## src/rtl/pipeline_hazard_ctrl_if.sv

```systemverilog
// pipeline_hazard_ctrl_if
//   Bundles the signals exchanged between the pipeline datapath and the
//   hazard controller.
//   master : pipeline side. Drives the instructions and mem_ready, and
//            receives the stall/bubble controls.
//   slave  : controller side (pipeline_hazard_ctrl).
//   Signals:
//     id_instruction, ex_instruction, mem_instruction [19:0]
//                    : instructions currently in the ID, EX and MEM stages
//     mem_ready      : data memory has completed the current access
//     pc_write, if_id_write, id_ex_write, ex_mem_write
//                    : register load enables
//     id_ex_bubble, mem_wb_bubble
//                    : load a NOP into ID/EX or MEM/WB instead of stage data
//     mem_req        : data-memory access request
//     mem_error      : sticky flag, set when a memory access timed out
//     ctrl_state[1:0]: current controller state
//     stall_cycles   : stall counter; only present when HAZARD_STALL_COUNT_EN
//                      is defined
interface pipeline_hazard_ctrl_if #(
  parameter int STALL_CNT_W = 16
);
  logic [19:0] id_instruction;
  logic [19:0] ex_instruction;
  logic [19:0] mem_instruction;
  logic        mem_ready;
  logic        pc_write;
  logic        if_id_write;
  logic        id_ex_write;
  logic        id_ex_bubble;
  logic        ex_mem_write;
  logic        mem_wb_bubble;
  logic        mem_req;
  logic        mem_error;
  logic [1:0]  ctrl_state;
`ifdef HAZARD_STALL_COUNT_EN
  logic [STALL_CNT_W-1:0] stall_cycles;
`endif

  if (STALL_CNT_W < 1) begin : g_bad_stall_cnt_w
    $error("STALL_CNT_W must be at least 1");
  end

  modport master (
    output id_instruction, ex_instruction, mem_instruction, mem_ready,
`ifdef HAZARD_STALL_COUNT_EN
    input  stall_cycles,
`endif
    input  pc_write, if_id_write, id_ex_write, id_ex_bubble,
           ex_mem_write, mem_wb_bubble, mem_req, mem_error, ctrl_state
  );

  modport slave (
    input  id_instruction, ex_instruction, mem_instruction, mem_ready,
`ifdef HAZARD_STALL_COUNT_EN
    output stall_cycles,
`endif
    output pc_write, if_id_write, id_ex_write, id_ex_bubble,
           ex_mem_write, mem_wb_bubble, mem_req, mem_error, ctrl_state
  );
endinterface

```

## src/rtl/pipeline_hazard_ctrl.sv

```systemverilog
// pipeline_hazard_ctrl
//   Central stall/bubble controller for the 5-stage, 20-bit pipeline.
//   It inserts bubbles on load-use hazards between ID and EX, and it
//   sequences variable-latency data-memory accesses from MEM. While an
//   access is waiting, the upstream stages are frozen and MEM/WB is bubbled.
//   Instruction fields: [19:16] opcode, [15:12] rd, [11:8] rs, [7:4] rt.
//   Ports:
//     clock : system clock, rising edge
//     reset : synchronous, active-low reset
//     bus   : pipeline_hazard_ctrl_if.slave. It carries the instructions,
//             mem_ready, the write enables, the bubbles, mem_req, mem_error,
//             ctrl_state and (optionally) stall_cycles.
//   Optional feature macro: HAZARD_STALL_COUNT_EN. When it is defined, the
//   design adds a saturating counter of cycles with pc_write = 0.
//   STALL_CNT_W must match the width the interface was built with.
module pipeline_hazard_ctrl #(
  parameter int LOAD_USE_STALLS = 1,
  parameter int WAIT_TIMEOUT    = 15,
  parameter int STALL_CNT_W     = 16
) (
  input logic                   clock,
  input logic                   reset,
  pipeline_hazard_ctrl_if.slave bus
);

  if (LOAD_USE_STALLS < 1 || LOAD_USE_STALLS > 3) begin : g_bad_lus
    $error("LOAD_USE_STALLS must be in 1..3");
  end
  if (WAIT_TIMEOUT < 1 || WAIT_TIMEOUT > 255) begin : g_bad_timeout
    $error("WAIT_TIMEOUT must be in 1..255");
  end
  if (STALL_CNT_W < 1) begin : g_bad_stall_cnt_w
    $error("STALL_CNT_W must be at least 1");
  end

  localparam logic [1:0] ST_RUN      = 2'd0;
  localparam logic [1:0] ST_MEM_WAIT = 2'd1;
  localparam logic [1:0] ST_LU_STALL = 2'd2;
  localparam logic [3:0] OP_LW       = 4'h1;
  localparam logic [3:0] OP_SW       = 4'h2;
  localparam logic [7:0] TIMEOUT_CNT = 8'(WAIT_TIMEOUT);
  // Bubbles still owed after the first one, which is issued from RUN.
  localparam logic [1:0] LU_EXTRA    = 2'(LOAD_USE_STALLS - 1);

  function automatic logic is_mem_op(input logic [3:0] opcode);
    return (opcode == OP_LW) || (opcode == OP_SW);
  endfunction

  // Register 0 is hard-wired, so it never carries a dependency.
  function automatic logic load_use_hit(input logic [3:0] ex_op,
                                        input logic [3:0] ex_rd,
                                        input logic [3:0] id_rs,
                                        input logic [3:0] id_rt);
    return (ex_op == OP_LW) && (ex_rd != 4'h0) &&
           ((ex_rd == id_rs) || (ex_rd == id_rt));
  endfunction

  logic [1:0] state, state_nxt;
  logic [7:0] wait_cnt, wait_cnt_nxt;
  logic [1:0] lu_cnt, lu_cnt_nxt;
  logic       mem_error_q, mem_error_nxt;
  logic       mem_op;
  logic       load_use;
  logic       freeze;
  logic       bubble;

  assign mem_op   = is_mem_op(bus.mem_instruction[19:16]);
  assign load_use = load_use_hit(bus.ex_instruction[19:16], bus.ex_instruction[15:12],
                                 bus.id_instruction[11:8],  bus.id_instruction[7:4]);

  // A memory freeze always takes priority over a bubble. In MEM_WAIT the
  // freeze persists until the memory answers or the wait budget runs out.
  assign freeze = ((state == ST_RUN || state == ST_LU_STALL) && mem_op && !bus.mem_ready) ||
                  ((state == ST_MEM_WAIT) && !bus.mem_ready && (wait_cnt < TIMEOUT_CNT));

  // The first unfrozen cycle after a wait re-checks the hazard, unless an
  // interrupted LU_STALL still has to finish its own bubbles.
  assign bubble = !freeze &&
                  (((state == ST_RUN) && load_use) ||
                   (state == ST_LU_STALL) ||
                   ((state == ST_MEM_WAIT) && (lu_cnt == 2'd0) && load_use));

  always_ff @(posedge clock) begin
    if (!reset) begin
      state       <= ST_RUN;
      wait_cnt    <= 8'd0;
      lu_cnt      <= 2'd0;
      mem_error_q <= 1'b0;
    end else begin
      state       <= state_nxt;
      wait_cnt    <= wait_cnt_nxt;
      lu_cnt      <= lu_cnt_nxt;
      mem_error_q <= mem_error_nxt;
    end
  end

  always_comb begin
    state_nxt     = state;
    wait_cnt_nxt  = wait_cnt;
    lu_cnt_nxt    = lu_cnt;
    mem_error_nxt = mem_error_q;
    case (state)
      ST_RUN: begin
        if (freeze) begin
          state_nxt    = ST_MEM_WAIT;
          wait_cnt_nxt = 8'd1;
        end else if (bubble && (LU_EXTRA != 2'd0)) begin
          state_nxt  = ST_LU_STALL;
          lu_cnt_nxt = LU_EXTRA;
        end
      end
      ST_LU_STALL: begin
        // The bubble count is held across a freeze and resumes afterwards.
        if (freeze) begin
          state_nxt    = ST_MEM_WAIT;
          wait_cnt_nxt = 8'd1;
        end else if (lu_cnt <= 2'd1) begin
          state_nxt  = ST_RUN;
          lu_cnt_nxt = 2'd0;
        end else begin
          lu_cnt_nxt = lu_cnt - 2'd1;
        end
      end
      ST_MEM_WAIT: begin
        if (freeze) begin
          wait_cnt_nxt = wait_cnt + 8'd1;
        end else begin
          wait_cnt_nxt = 8'd0;
          // Released without ready means the wait budget expired.
          if (!bus.mem_ready) mem_error_nxt = 1'b1;
          if (lu_cnt != 2'd0) begin
            state_nxt = ST_LU_STALL;
          end else if (bubble && (LU_EXTRA != 2'd0)) begin
            state_nxt  = ST_LU_STALL;
            lu_cnt_nxt = LU_EXTRA;
          end else begin
            state_nxt = ST_RUN;
          end
        end
      end
      default: begin
        state_nxt    = ST_RUN;
        wait_cnt_nxt = 8'd0;
        lu_cnt_nxt   = 2'd0;
      end
    endcase
  end

  always_comb begin
    bus.pc_write      = 1'b1;
    bus.if_id_write   = 1'b1;
    bus.id_ex_write   = 1'b1;
    bus.id_ex_bubble  = 1'b0;
    bus.ex_mem_write  = 1'b1;
    bus.mem_wb_bubble = 1'b0;
    bus.mem_req       = 1'b0;
    if (reset) begin
      bus.mem_req = mem_op;
      if (freeze) begin
        bus.pc_write      = 1'b0;
        bus.if_id_write   = 1'b0;
        bus.id_ex_write   = 1'b0;
        bus.ex_mem_write  = 1'b0;
        bus.mem_wb_bubble = 1'b1;
      end else if (bubble) begin
        bus.pc_write     = 1'b0;
        bus.if_id_write  = 1'b0;
        bus.id_ex_bubble = 1'b1;
      end
    end
  end

  assign bus.ctrl_state = state;
  assign bus.mem_error  = mem_error_q;

`ifdef HAZARD_STALL_COUNT_EN
  function automatic logic [STALL_CNT_W-1:0] sat_inc(input logic [STALL_CNT_W-1:0] v);
    return (&v) ? v : v + 1'b1;
  endfunction

  logic [STALL_CNT_W-1:0] stall_cnt;

  always_ff @(posedge clock) begin
    if (!reset) begin
      stall_cnt <= '0;
    end else if (freeze || bubble) begin
      stall_cnt <= sat_inc(stall_cnt);
    end
  end

  assign bus.stall_cycles = stall_cnt;
`endif

  // The controller only looks at opcodes and register fields.
  logic unused_bits;
  assign unused_bits = ^{bus.id_instruction[19:12], bus.id_instruction[3:0],
                         bus.ex_instruction[11:0], bus.mem_instruction[15:0]};

endmodule

```

## src/flat_wrapper.sv

```systemverilog
// flat-port wrapper written by rule: the top's interface ports become plain ports
module pipeline_hazard_ctrl_flat 
#(
  parameter int LOAD_USE_STALLS = 1,
  parameter int WAIT_TIMEOUT    = 15,
  parameter int STALL_CNT_W     = 16
)
  (clock, reset, bus_id_instruction, bus_ex_instruction, bus_mem_instruction, bus_mem_ready, bus_pc_write, bus_if_id_write, bus_id_ex_write, bus_id_ex_bubble, bus_ex_mem_write, bus_mem_wb_bubble, bus_mem_req, bus_mem_error, bus_ctrl_state);
  pipeline_hazard_ctrl_if #(.STALL_CNT_W(STALL_CNT_W)) bus_i ();
  input logic clock;
  input logic reset;
  input wire logic [$bits(bus_i.id_instruction)-1:0] bus_id_instruction;
  input wire logic [$bits(bus_i.ex_instruction)-1:0] bus_ex_instruction;
  input wire logic [$bits(bus_i.mem_instruction)-1:0] bus_mem_instruction;
  input wire logic [$bits(bus_i.mem_ready)-1:0] bus_mem_ready;
  output wire logic [$bits(bus_i.pc_write)-1:0] bus_pc_write;
  output wire logic [$bits(bus_i.if_id_write)-1:0] bus_if_id_write;
  output wire logic [$bits(bus_i.id_ex_write)-1:0] bus_id_ex_write;
  output wire logic [$bits(bus_i.id_ex_bubble)-1:0] bus_id_ex_bubble;
  output wire logic [$bits(bus_i.ex_mem_write)-1:0] bus_ex_mem_write;
  output wire logic [$bits(bus_i.mem_wb_bubble)-1:0] bus_mem_wb_bubble;
  output wire logic [$bits(bus_i.mem_req)-1:0] bus_mem_req;
  output wire logic [$bits(bus_i.mem_error)-1:0] bus_mem_error;
  output wire logic [$bits(bus_i.ctrl_state)-1:0] bus_ctrl_state;
  assign bus_i.id_instruction = bus_id_instruction;
  assign bus_i.ex_instruction = bus_ex_instruction;
  assign bus_i.mem_instruction = bus_mem_instruction;
  assign bus_i.mem_ready = bus_mem_ready;
  assign bus_pc_write = bus_i.pc_write;
  assign bus_if_id_write = bus_i.if_id_write;
  assign bus_id_ex_write = bus_i.id_ex_write;
  assign bus_id_ex_bubble = bus_i.id_ex_bubble;
  assign bus_ex_mem_write = bus_i.ex_mem_write;
  assign bus_mem_wb_bubble = bus_i.mem_wb_bubble;
  assign bus_mem_req = bus_i.mem_req;
  assign bus_mem_error = bus_i.mem_error;
  assign bus_ctrl_state = bus_i.ctrl_state;
  pipeline_hazard_ctrl #(.LOAD_USE_STALLS(LOAD_USE_STALLS), .WAIT_TIMEOUT(WAIT_TIMEOUT), .STALL_CNT_W(STALL_CNT_W)) u_core (.clock(clock), .reset(reset), .bus(bus_i));
endmodule
```

## config.mk

```make
export PLATFORM = sky130hd
export DESIGN_NAME = pipeline_hazard_ctrl_flat
export DESIGN_NICKNAME = d
export VERILOG_FILES = /design/src/rtl/pipeline_hazard_ctrl_if.sv /design/src/rtl/pipeline_hazard_ctrl.sv /design/src/flat_wrapper.sv
export SDC_FILE = /design/constraint.sdc
export NUM_CORES = 1
export LEC_CHECK = 0
export CELL_PAD_IN_SITES_DETAIL_PLACEMENT = 1
export CELL_PAD_IN_SITES_GLOBAL_PLACEMENT = 1
export CORE_ASPECT_RATIO = 1.25
export CORE_MARGIN = 1
export CORE_UTILIZATION = 19
export CTS_CLUSTER_SIZE = 12
export DETAILED_ROUTE_END_ITERATION = 10
export GPL_TIMING_DRIVEN = 0
export PLACE_DENSITY_LB_ADDON = 0.1
export SETUP_SLACK_MARGIN = 0.4
export SKIP_CTS_REPAIR_TIMING = 1
export SYNTH_ARGS = -nofsm -noshare
export SYNTH_HDL_FRONTEND = slang
export SYNTH_SLANG_ARGS = --single-unit
export TNS_END_PERCENT = 100
```

## constraint.sdc

```tcl
create_clock -name clock -period 2.93 [get_ports clock]
set_clock_uncertainty 0.1 [all_clocks]
set_input_delay 0.879 -clock clock [delete_from_list [all_inputs] [get_ports clock]]
set_output_delay 0.879 -clock clock [all_outputs]
set_load 0.03 [all_outputs]
```

# After elaboration in Yosys (flattened, before gate mapping)
# Cells that the tools add are included.
# word_totals
ff_bits	13
output_inout_bits	10
mem_bits_rw	0
memories	0
input_bits	63
wordCells	73
mem_bits_ro	0
latch_bits	0
# op_classes
multipliers	0
n_eq_ne	12
mux	23
shifts	0
order_cmp	2
div_mod_pow	0
reduce_logical	27
n_bitwise	3
add_sub_neg	2
# ops
operator	n
$mux W8	2
$pmux W8 S2	1
$mux W2	7
$mux W1	11
$logic_and A1 B1 Y1	10
$add A8 B1 Y8 const B	1
$eq A4 B1 Y1 const B	2
$eq A4 B4 Y1	2
$lt A8 B4 Y1 const B	1
$logic_or A1 B1 Y1	6
$pmux W2 S3	1
$reduce_and A3 Y1	2
$eq A4 B2 Y1 const B	1
$logic_not A2 Y1	2
$ne A2 B1 Y1 const B	2
$ne A2 B2 Y1 const B	2
$pmux W2 S2	1
$reduce_bool A4 Y1	1
$reduce_or A2 Y1	2
$ne A3 B2 Y1 const B	1
$not A1 Y1	3
$eq A2 B1 Y1 const B	1
$eq A2 B2 Y1 const B	1
$le A2 B1 Y1 const B	1
4 further kinds	5

# Depth between registers and ports, before layout
# Gate-level depths: netlist of run 1.
# depth
word_depth	10
depth_mapped	6
ltp_nobuf	5

# Least setup slack after synthesis of run 1
# No wires, ideal clock.
# synth_path
path_kind	in2out
from	in bus_mem_instruction[19]
to	out bus_id_ex_write
cell_stages	5
path_buffers	1
slack_ns	-0.534
required_time_ns	1.951
arrival_ns	2.485
path_cell_list	nor3_1 nand3b_1 a21oi_1 inv_1 buf_4
# synth_via
elab_chain_len	7
word_cells_on_any_way	8
classes_between	eq/ne (2); mux (2); reduce/logical (4)
# synth_rtl
item	line_no	text
start, declared	flat_wrapper.sv:14	input wire logic [$bits(bus_i.mem_instruction)-1:0] bus_mem_instruction;
$eq A4 B1 Y1 / $eq A4 B2 Y1 (equally long branches)	pipeline_hazard_ctrl.sv:46	return (opcode == OP_LW) || (opcode == OP_SW);
$logic_or A1 B1 Y1 *	pipeline_hazard_ctrl.sv:46	
$logic_and A1 B1 Y1 * (2 in a row)	pipeline_hazard_ctrl.sv:73	assign freeze = ((state == ST_RUN || state == ST_LU_STALL) && mem_op && !bus.mem_ready) ||
$logic_or A1 B1 Y1 *	pipeline_hazard_ctrl.sv:73	
$mux W1 * (2 in a row)	-	
end, declared	flat_wrapper.sv:18	output wire logic [$bits(bus_i.id_ex_write)-1:0] bus_id_ex_write;
# Every way passes the cells marked *; elsewhere a longest branch is shown, timed or not.

# Final worst setup path of run 1
# layout_path
from	in bus_id_instruction[10]
to	out bus_pc_write
# layout_via
elab_chain_len	10
word_cells_on_any_way	11
classes_between	eq/ne (1); mux (3); reduce/logical (7)
# layout_rtl
item	line_no	text
start, declared	flat_wrapper.sv:12	input wire logic [$bits(bus_i.id_instruction)-1:0] bus_id_instruction;
$eq A4 B4 Y1 *	pipeline_hazard_ctrl.sv:55	((ex_rd == id_rs) || (ex_rd == id_rt));
$logic_or A1 B1 Y1 *	pipeline_hazard_ctrl.sv:55	
$logic_and A1 B1 Y1 *	pipeline_hazard_ctrl.sv:54	return (ex_op == OP_LW) && (ex_rd != 4'h0) &&
$logic_and A1 B1 Y1	pipeline_hazard_ctrl.sv:79	(((state == ST_RUN) && load_use) ||
$logic_or A1 B1 Y1	pipeline_hazard_ctrl.sv:79	
$logic_or A1 B1 Y1 *	pipeline_hazard_ctrl.sv:80	(state == ST_LU_STALL) ||
$logic_and A1 B1 Y1 *	pipeline_hazard_ctrl.sv:78	assign bubble = !freeze &&
$mux W1 *	pipeline_hazard_ctrl.sv:165	end else if (bubble) begin
$mux W1 *	pipeline_hazard_ctrl.sv:159	if (freeze) begin
$mux W1 *	pipeline_hazard_ctrl.sv:157	if (reset) begin
end, declared	flat_wrapper.sv:16	output wire logic [$bits(bus_i.pc_write)-1:0] bus_pc_write;
# Marked as above.

==> metrics.txt, run 1 <==
# TYPE chip_impl_metric gauge
chip_impl_info{name="status",value="finished, violations left"} 1
chip_impl_info{name="violations_in_the_final_reports",value="negative setup slack"} 1
chip_impl_metric{name="grt_max_degree",unit=""} 11
chip_impl_metric{name="start_util",unit=""} 0.199
chip_impl_metric{name="place_hpwl",unit="um"} 1740
chip_impl_metric{name="post-place-cells",unit=""} 168
chip_impl_metric{name="critical-path-max-stage-delay",unit="ns"} 0.30
chip_impl_metric{name="synth.net_count",unit=""} 147
chip_impl_metric{name="antenna_violating_nets_post_route",unit=""} 0
chip_impl_metric{name="worst_hold_path.num_cells",unit=""} 2
chip_impl_metric{name="finalHoldViolations",unit=""} 0
chip_impl_metric{name="overflow",unit=""} 0
chip_impl_metric{name="path_max_fanout",unit=""} 2
chip_impl_metric{name="stdcell_count",unit=""} 176
chip_impl_metric{name="filler_cell_count",unit=""} 430
chip_impl_info{name="crit_path_frequent_cell",value="buf_6"} 1
chip_impl_metric{name="clock_insertion_delay_worst_skew",unit="ns"} 0.24
chip_impl_metric{name="ys_seq_area_frac",unit=""} 0.346
chip_impl_metric{name="number_of_antenna_violations_at_the_first_check_in_global_routing",unit=""} 0
chip_impl_metric{name="maxSlewViolCount",unit=""} 0
chip_impl_metric{name="io_buffers",unit=""} 31
chip_impl_info{name="timing.critical_path.max_delay_family",value="compound AO/OA/AOI/OAI gates"} 1
chip_impl_info{name="critPathLaunchType",value="primary input"} 1
chip_impl_metric{name="grt_pass1_vias",unit=""} 812
chip_impl_metric{name="drt-vias-per-instance",unit=""} 4.34
chip_impl_info{name="hold_path_class",value="reg -> reg"} 1
chip_impl_metric{name="clock_path_buffers",unit=""} 2
chip_impl_metric{name="vdd_drop_max",unit="mV"} 0.122
chip_impl_metric{name="wire_length_of_the_first_global_routing_pass",unit="um"} 3490
chip_impl_metric{name="fmaxAchievable",unit="MHz"} 328
chip_impl_metric{name="required",unit="ns"} 1.95
chip_impl_metric{name="cts.sink_count",unit=""} 13
chip_impl_info{name="cts_tree",value="done"} 1
chip_impl_info{name="ys_dominant_reg_cell",value="dfxtp_1"} 1
chip_impl_metric{name="synth.top_cell.area_share",unit=""} 0.346
chip_impl_metric{name="ys_seq_elements",unit=""} 13
chip_impl_metric{name="syn_inst",unit=""} 83
chip_impl_info{name="cts_root_buf",value="clkbuf_8"} 1
chip_impl_metric{name="drtIter0Drc",unit=""} 5
chip_impl_info{name="grt_setup_unrepaired",value="true"} 1
chip_impl_metric{name="die_y",unit="um"} 72.3
chip_impl_metric{name="final.period_utilization",unit=""} 1.04
chip_impl_metric{name="area_growth",unit="%"} 90.3
chip_impl_metric{name="post_synthesis_area_per_instance",unit="um2"} 9.06
chip_impl_metric{name="io_pins",unit=""} 73
chip_impl_info{name="critical_path.endpoint_type",value="output port"} 1
chip_impl_metric{name="place_congestion",unit=""} 0.655
chip_impl_metric{name="chipWidth",unit="um"} 58.3
chip_impl_metric{name="clock_tree.htree_level_count",unit=""} 1
chip_impl_metric{name="period_needed",unit="ns"} 3.05
chip_impl_metric{name="routed_wirelength",unit="um"} 2310
chip_impl_metric{name="placementRows",unit=""} 25
chip_impl_metric{name="drcViolationCount",unit=""} 0
chip_impl_metric{name="vias",unit=""} 764
chip_impl_metric{name="total_leakage_power",unit="uW"} 0.000638
chip_impl_metric{name="cellPowerDensity",unit="mW/mm2"} 311
chip_impl_metric{name="die_area",unit="mm2"} 0.00421
chip_impl_metric{name="util_after_layout",unit=""} 0.378
chip_impl_metric{name="critical_path_buf_inv_count",unit=""} 3
chip_impl_metric{name="core_area",unit="mm2"} 0.00378
chip_impl_metric{name="numCtsBuffers",unit=""} 3
chip_impl_metric{name="arrival",unit="ns"} 2.07
chip_impl_info{name="synthDominantAreaCellType",value="dfxtp_1"} 1
chip_impl_metric{name="diodes",unit=""} 0
chip_impl_metric{name="synthArstFlopShare",unit=""} 0
chip_impl_metric{name="cts.reportedPaths.clkPinSlew",unit="ns"} 0.05
chip_impl_metric{name="cp.depth",unit=""} 7
chip_impl_metric{name="maxSlewHeadroom",unit=""} 0.649
chip_impl_info{name="worst-setup-path-type",value="in -> out"} 1
chip_impl_metric{name="setup_violations",unit=""} 2
chip_impl_info{name="post-synth-top-count-cell",value="dfxtp_1"} 1
chip_impl_metric{name="firstDrtPassIters",unit=""} 3
chip_impl_metric{name="number_of_enable_flip_flop_cells_after_synthesis",unit=""} 0
chip_impl_metric{name="drive_above_1_share",unit=""} 0.434
chip_impl_info{name="post_synth_most_frequent_cells",value="dfxtp_1 (13), xor2_1 (9), a21oi_1 (6), and3_1 (6)"} 1
chip_impl_info{name="slowest_stage_cell_on_the_critical_path",value="nor4_4"} 1
chip_impl_metric{name="post-route-worst-setup-slack",unit="ns"} -0.120
chip_impl_metric{name="nNetsFinal",unit=""} 187
chip_impl_metric{name="reg2regPathDepth",unit=""} 5
chip_impl_metric{name="yosysWarnings",unit=""} 0
chip_impl_metric{name="syn_area",unit="um2"} 752
chip_impl_metric{name="cap_viol_max_count",unit=""} 0
chip_impl_metric{name="yosysUniqueCellTypes",unit=""} 35
chip_impl_info{name="netlist_top_cells_area",value="dfxtp_1 (35%), xor2_1 (10%), and3_1 (5.0%), a21oi_1 (4.0%), nor4_1 (3.3%)"} 1
chip_impl_metric{name="avgRoutedWirePerCell",unit="um"} 13.1
chip_impl_info{name="critical_path.cell_chain",value="buf_6, xor2_4, nor4_4, o211ai_1, a41o_2, buf_6, buf_6"} 1
chip_impl_metric{name="tightestPinTransition",unit="ns"} 0.526
chip_impl_metric{name="gr-usage-all-layers",unit=""} 0.109
metrics by stage:
step	area, um2	total power, uW	worst slack (ns)	TNS [ns]	hold slack (ns)
floorplan	835	222	-0.0339	-0.0339	0.358
global placement	1210	270	-1.17	-6.66	0.358
detailed placement	1210	271	-1.18	-6.69	0.374
CTS	1260	433	-1.18	-6.72	0.384
global route	1430	469	-0.214	-0.416	0.427
finish	1430	446	-0.120	-0.179	0.375
layer usage:
metal,share of wire,up-vias,GRT usage
met1,0.37,359,0.109
li1,-,374,-
met3,0.052,4,0.0178
met5,0,-,0
met2,0.56,27,0.207
met4,0.020,0,0.0635
power by group:
part | internal, uW | switching [uW] | total [uW]
Combinational | 56.8 | 49.9 | 107
Sequential | 178 | 1.91 | 180
Clock | 96.0 | 62.9 | 159
kinds of logic (layout without fill, tap and decap cells):
group,Yosys count,after routing,synth area share
flip-flops,13,13,0.346
XOR/XNOR,9,9,0.105
AO/OA/AOI/OAI,22,22,0.200
adder cells (fa/ha/maj),1,1,0.0166
AND/OR/NAND/NOR,30,30,0.283
buffers and inverters,8,47,0.0499
placed cells by master (no fill, tap or decap), drive strengths merged, types with 2 or more instances in the layout:
master / synthesis / layout
a211oi: 2 / 2
nand3: 3 / 3
nor2b: 2 / 2
o21ai: 5 / 5
dfxtp: 13 / 13
buf: 2 / 23
nor2: 3 / 3
dlymetal6s2s: 0 / 9
and3: 6 / 6
nor4: 5 / 5
a21oi: 6 / 6
xor2: 9 / 9
nand2: 3 / 3
clkdlybuf4s50: 0 / 2
inv: 5 / 5
clkbuf: 1 / 8
sequential cells by signal, summed over array words and instances, names as in the netlist:
signal	flops
u_core.wait_cnt	8
u_core.bus.ctrl_state	2
u_core.lu_cnt	2
u_core.bus.mem_error	1
cell type report:
type / count / area, um2 / share of cell area
buffer: 3 / 36.3 / 0.0253
clock buffer: 4 / 45.0 / 0.0315
inverter: 5 / 26.3 / 0.0184
multi-input combinational: 62 / 622 / 0.434
sequential: 13 / 260 / 0.182
tap: 54 / 67.6 / 0.0472
timing repair buffer: 35 / 374 / 0.261
tightest hold or removal path: stages, from the launching register on:
cell,delay [ns]
dfxtp_1,0.32
a21oi_1,0.04
nor2_1,0.07
final timing paths:
kind / startpoint / to / slack, ns
worst min-delay path: u_core.bus.mem_error$_SDFFE_PN0P_ / u_core.bus.mem_error$_SDFFE_PN0P_ / 0.38
worst max-delay path: bus_id_instruction[10] / bus_pc_write / -0.12
worst max register to register: u_core.bus.ctrl_state[0]$_SDFFE_PN0P_ / u_core.wait_cnt[2]$_SDFFE_PN0P_ / 1.23
worst min register to register: u_core.bus.mem_error$_SDFFE_PN0P_ / u_core.bus.mem_error$_SDFFE_PN0P_ / 0.38
(Power assumes the default switching activity.)
==> inputs of run 2 (changes only) <==
- CORE_UTILIZATION: 19 -> 39
- DONT_BUFFER_PORTS: unset -> 1
==> run 2 against run 1 <==
Compared with the run above:
- the run still ends with negative setup slack left
- die area down 50%
- final cell count down 36%
- maximum frequency up 0.89%
- final area down 33%
- global-route usage up 7.2 points
- critical endpoint unchanged
==> metrics.txt, run 2 (synthesis results as in run 1) <==
# TYPE chip_impl_metric gauge
chip_impl_info{name="status",value="finished, violations left"} 1
chip_impl_info{name="violations_in_the_final_reports",value="negative setup slack"} 1
chip_impl_metric{name="cap_viol_max_count",unit=""} 0
chip_impl_metric{name="drtIter0Drc",unit=""} 5
chip_impl_metric{name="wire_length_of_the_first_global_routing_pass",unit="um"} 2540
chip_impl_metric{name="stdcell_count",unit=""} 112
chip_impl_metric{name="internal_power",unit="uW"} 255
chip_impl_metric{name="reg2regPathDepth",unit=""} 5
chip_impl_info{name="reg2reg_from",value="u_core.bus.ctrl_state[0]$_SDFFE_PN0P_"} 1
chip_impl_info{name="cts_tree",value="done"} 1
chip_impl_metric{name="maxSlewHeadroom",unit=""} 0.643
chip_impl_metric{name="overflow",unit=""} 0
chip_impl_info{name="r2r-end",value="u_core.wait_cnt[2]$_SDFFE_PN0P_"} 1
chip_impl_metric{name="grtUsageMet3",unit=""} 0.0609
chip_impl_metric{name="util_after_layout",unit=""} 0.539
chip_impl_info{name="layout_common_cells",value="dfxtp_1 (11), xor2_1 (7), and3_1 (6), o21ai_0 (5), buf_4 (5)"} 1
chip_impl_metric{name="fmaxAchievable",unit="MHz"} 331
chip_impl_metric{name="total_leakage_power",unit="uW"} 0.000373
chip_impl_metric{name="pwr-share-clk",unit=""} 0.317
chip_impl_metric{name="finalPower",unit="uW"} 340
chip_impl_metric{name="grt_pass1_vias",unit=""} 594
chip_impl_metric{name="place_congestion",unit=""} 0.646
chip_impl_metric{name="tightestPinTransition",unit="ns"} 0.536
chip_impl_metric{name="firstDrtPassIters",unit=""} 4
chip_impl_metric{name="power_frac_comb",unit=""} 0.151
chip_impl_metric{name="drcViolationCount",unit=""} 0
chip_impl_metric{name="post-route-worst-setup-slack",unit="ns"} -0.0927
chip_impl_metric{name="gr-usage-all-layers",unit=""} 0.181
chip_impl_metric{name="routed_wirelength",unit="um"} 1690
chip_impl_metric{name="start_util",unit=""} 0.421
chip_impl_metric{name="switchingPower",unit="uW"} 84.7
chip_impl_info{name="whs_endpoint",value="u_core.bus.ctrl_state[1]$_SDFFE_PN0P_"} 1
chip_impl_metric{name="area_growth",unit="%"} 28.0
chip_impl_metric{name="path_max_fanout",unit=""} 2
chip_impl_metric{name="vias",unit=""} 654
chip_impl_metric{name="finalHoldViolations",unit=""} 0
chip_impl_metric{name="die_area",unit="mm2"} 0.00211
chip_impl_metric{name="cellPowerDensity",unit="mW/mm2"} 353
chip_impl_info{name="grt_setup_unrepaired",value="true"} 1
chip_impl_metric{name="clock_tree.htree_level_count",unit=""} 1
chip_impl_metric{name="maxSlewViolCount",unit=""} 0
chip_impl_info{name="regMostFlops",value="u_core.wait_cnt"} 1
chip_impl_metric{name="regArea",unit="um2"} 265
chip_impl_metric{name="io_pins",unit=""} 73
chip_impl_metric{name="die_y",unit="um"} 51.1
chip_impl_metric{name="nNetsFinal",unit=""} 158
chip_impl_metric{name="clock_path_buffers",unit=""} 2
chip_impl_metric{name="grt_util_met2",unit=""} 0.286
chip_impl_metric{name="grt_util_met1",unit=""} 0.209
chip_impl_metric{name="arrival",unit="ns"} 2.04
chip_impl_metric{name="multiInputGateArea",unit="um2"} 536
chip_impl_info{name="critical_path.cell_chain",value="xor2_2, nor4_2, o211ai_1, a41o_2, buf_6"} 1
chip_impl_metric{name="vdd_drop_max",unit="mV"} 0.201
chip_impl_info{name="leading_cell_type_in_the_layout_fill_and_taps_excluded",value="dfxtp_1"} 1
chip_impl_metric{name="number_of_antenna_violations_at_the_first_check_in_global_routing",unit=""} 0
chip_impl_metric{name="placementRows",unit=""} 17
chip_impl_metric{name="period_needed",unit="ns"} 3.02
chip_impl_metric{name="filler_cell_count",unit=""} 214
chip_impl_metric{name="core_area",unit="mm2"} 0.00179
chip_impl_info{name="min-delay-start",value="u_core.lu_cnt[0]$_SDFFE_PN0P_"} 1
chip_impl_info{name="worst-setup-path-type",value="in -> out"} 1
chip_impl_metric{name="dp_slack",unit="ns"} -0.131
chip_impl_info{name="slowest_stage_cell_on_the_critical_path",value="a41o_2"} 1
chip_impl_info{name="global_routing_s_busiest_layer",value="met2"} 1
chip_impl_metric{name="critical-path-max-stage-delay",unit="ns"} 0.38
chip_impl_info{name="critical_path.endpoint_type",value="output port"} 1
chip_impl_metric{name="grt_max_degree",unit=""} 11
chip_impl_metric{name="diodes",unit=""} 0
chip_impl_metric{name="drt-vias-per-instance",unit=""} 5.84
chip_impl_info{name="critPathLaunchType",value="primary input"} 1
chip_impl_metric{name="setup_violations",unit=""} 2
chip_impl_metric{name="avgRoutedWirePerCell",unit="um"} 15.1
chip_impl_info{name="hold_path_class",value="reg -> reg"} 1
chip_impl_metric{name="clock_insertion_delay_worst_skew",unit="ns"} 0.27
chip_impl_metric{name="post-place-cells",unit=""} 102
chip_impl_metric{name="fraction_of_power_spent_switching_nets",unit=""} 0.249
chip_impl_metric{name="largest_register_ffs",unit=""} 8
chip_impl_metric{name="place_hpwl",unit="um"} 1340
chip_impl_metric{name="drive_above_1_share",unit=""} 0.312
chip_impl_metric{name="cts.reportedPaths.clkPinSlew",unit="ns"} 0.07
chip_impl_info{name="cts_root_buf",value="clkbuf_4"} 1
chip_impl_metric{name="io_buffers",unit=""} 0
chip_impl_metric{name="antenna_violating_nets_post_route",unit=""} 0
chip_impl_metric{name="worst_hold_path.num_cells",unit=""} 2
chip_impl_metric{name="final.period_utilization",unit=""} 1.03
chip_impl_metric{name="required",unit="ns"} 1.95
chip_impl_metric{name="final.setup.tns",unit="ns"} -0.111
chip_impl_metric{name="seqPwrFrac",unit=""} 0.531
chip_impl_metric{name="r2r_setup_slack",unit="ns"} 1.29
chip_impl_metric{name="chipWidth",unit="um"} 41.3
chip_impl_metric{name="cts.sink_count",unit=""} 13
chip_impl_metric{name="numCtsBuffers",unit=""} 3
-- run 2: changes by cell type in the layout (fill, tap and decap cells not counted), moves of 3 or more --
cell	previous run	this run
xor2_2	5	1
clkbuf_2	3	0
clkbuf_4	0	3
xor2_1	2	7
clkbuf_8	4	1
dlymetal6s2s_1	9	0
buf_6	17	3
-- run 2: worst max-delay path by stage --
| stage | start | to | slack (ns) | cells past startpoint |
|---|---|---|---|---|
| detailed placement | bus_ex_instruction[13] | bus_pc_write | -0.13 | 5 |
| finish | bus_id_instruction[10] | bus_pc_write | -0.09 | 5 |
| global placement | bus_ex_instruction[13] | bus_pc_write | -0.14 | 5 |
| global route | bus_ex_instruction[14] | bus_pc_write | -0.11 | 5 |
| CTS | u_core.bus.ctrl_state[0]$_SDFFE_PN0P_ | bus_id_ex_write | -0.21 | 5 |
| floorplan | bus_ex_instruction[13] | bus_pc_write | -0.03 | 5 |
-- run 2: stage by stage --
stage	instance area [um2]	hold slack, ns
after global routing	962	0.439
after detailed placement	858	0.393
after floorplan	835	0.358
after CTS	885	0.409
after global placement	858	0.383
final	962	0.396
-- run 2: metal layers --
metal,part of all wire,vias up
li1,-,324
met1,0.39,304
met2,0.53,21
met3,0.066,5
met4,0.020,0
met5,0,-
-- run 2: layout make-up --
cell class / instances / area share
Tap cell: 19 / 0.0247
Clock buffer: 4 / 0.0273
Buffer: 3 / 0.0377
Sequential cell: 13 / 0.276
Inverter: 5 / 0.0273
Multi-Input combinational cell: 62 / 0.557
Timing Repair Buffer: 6 / 0.0507
-- run 2: power groups by stage --
stage / logic, uW / registers, uW / clock network [uW]
final: 51.4 / 181 / 108
after global routing: 56.0 / 181 / 121
after CTS: 42.8 / 181 / 114
after detailed placement: 42.8 / 185 / 0
after global placement: 41.7 / 185 / 0
after floorplan: 37.0 / 185 / 0
-- run 2: worst max-delay path, delay by kind of cell --
kind / cells / cell delay [ns]
xor gates and xnor gates: 1 / 0.15
AOI/OAI and AO/OA: 2 / 0.52
buffers and inverters: 1 / 0.17
and+or+nand+nor: 1 / 0.32
==> inputs of run 3 (changes only) <==
- CAP_MARGIN: unset -> 30
- SLEW_MARGIN: unset -> 20
==> results of run 3 <==
Final layout, timing and power as in run 2 (identical DEF).
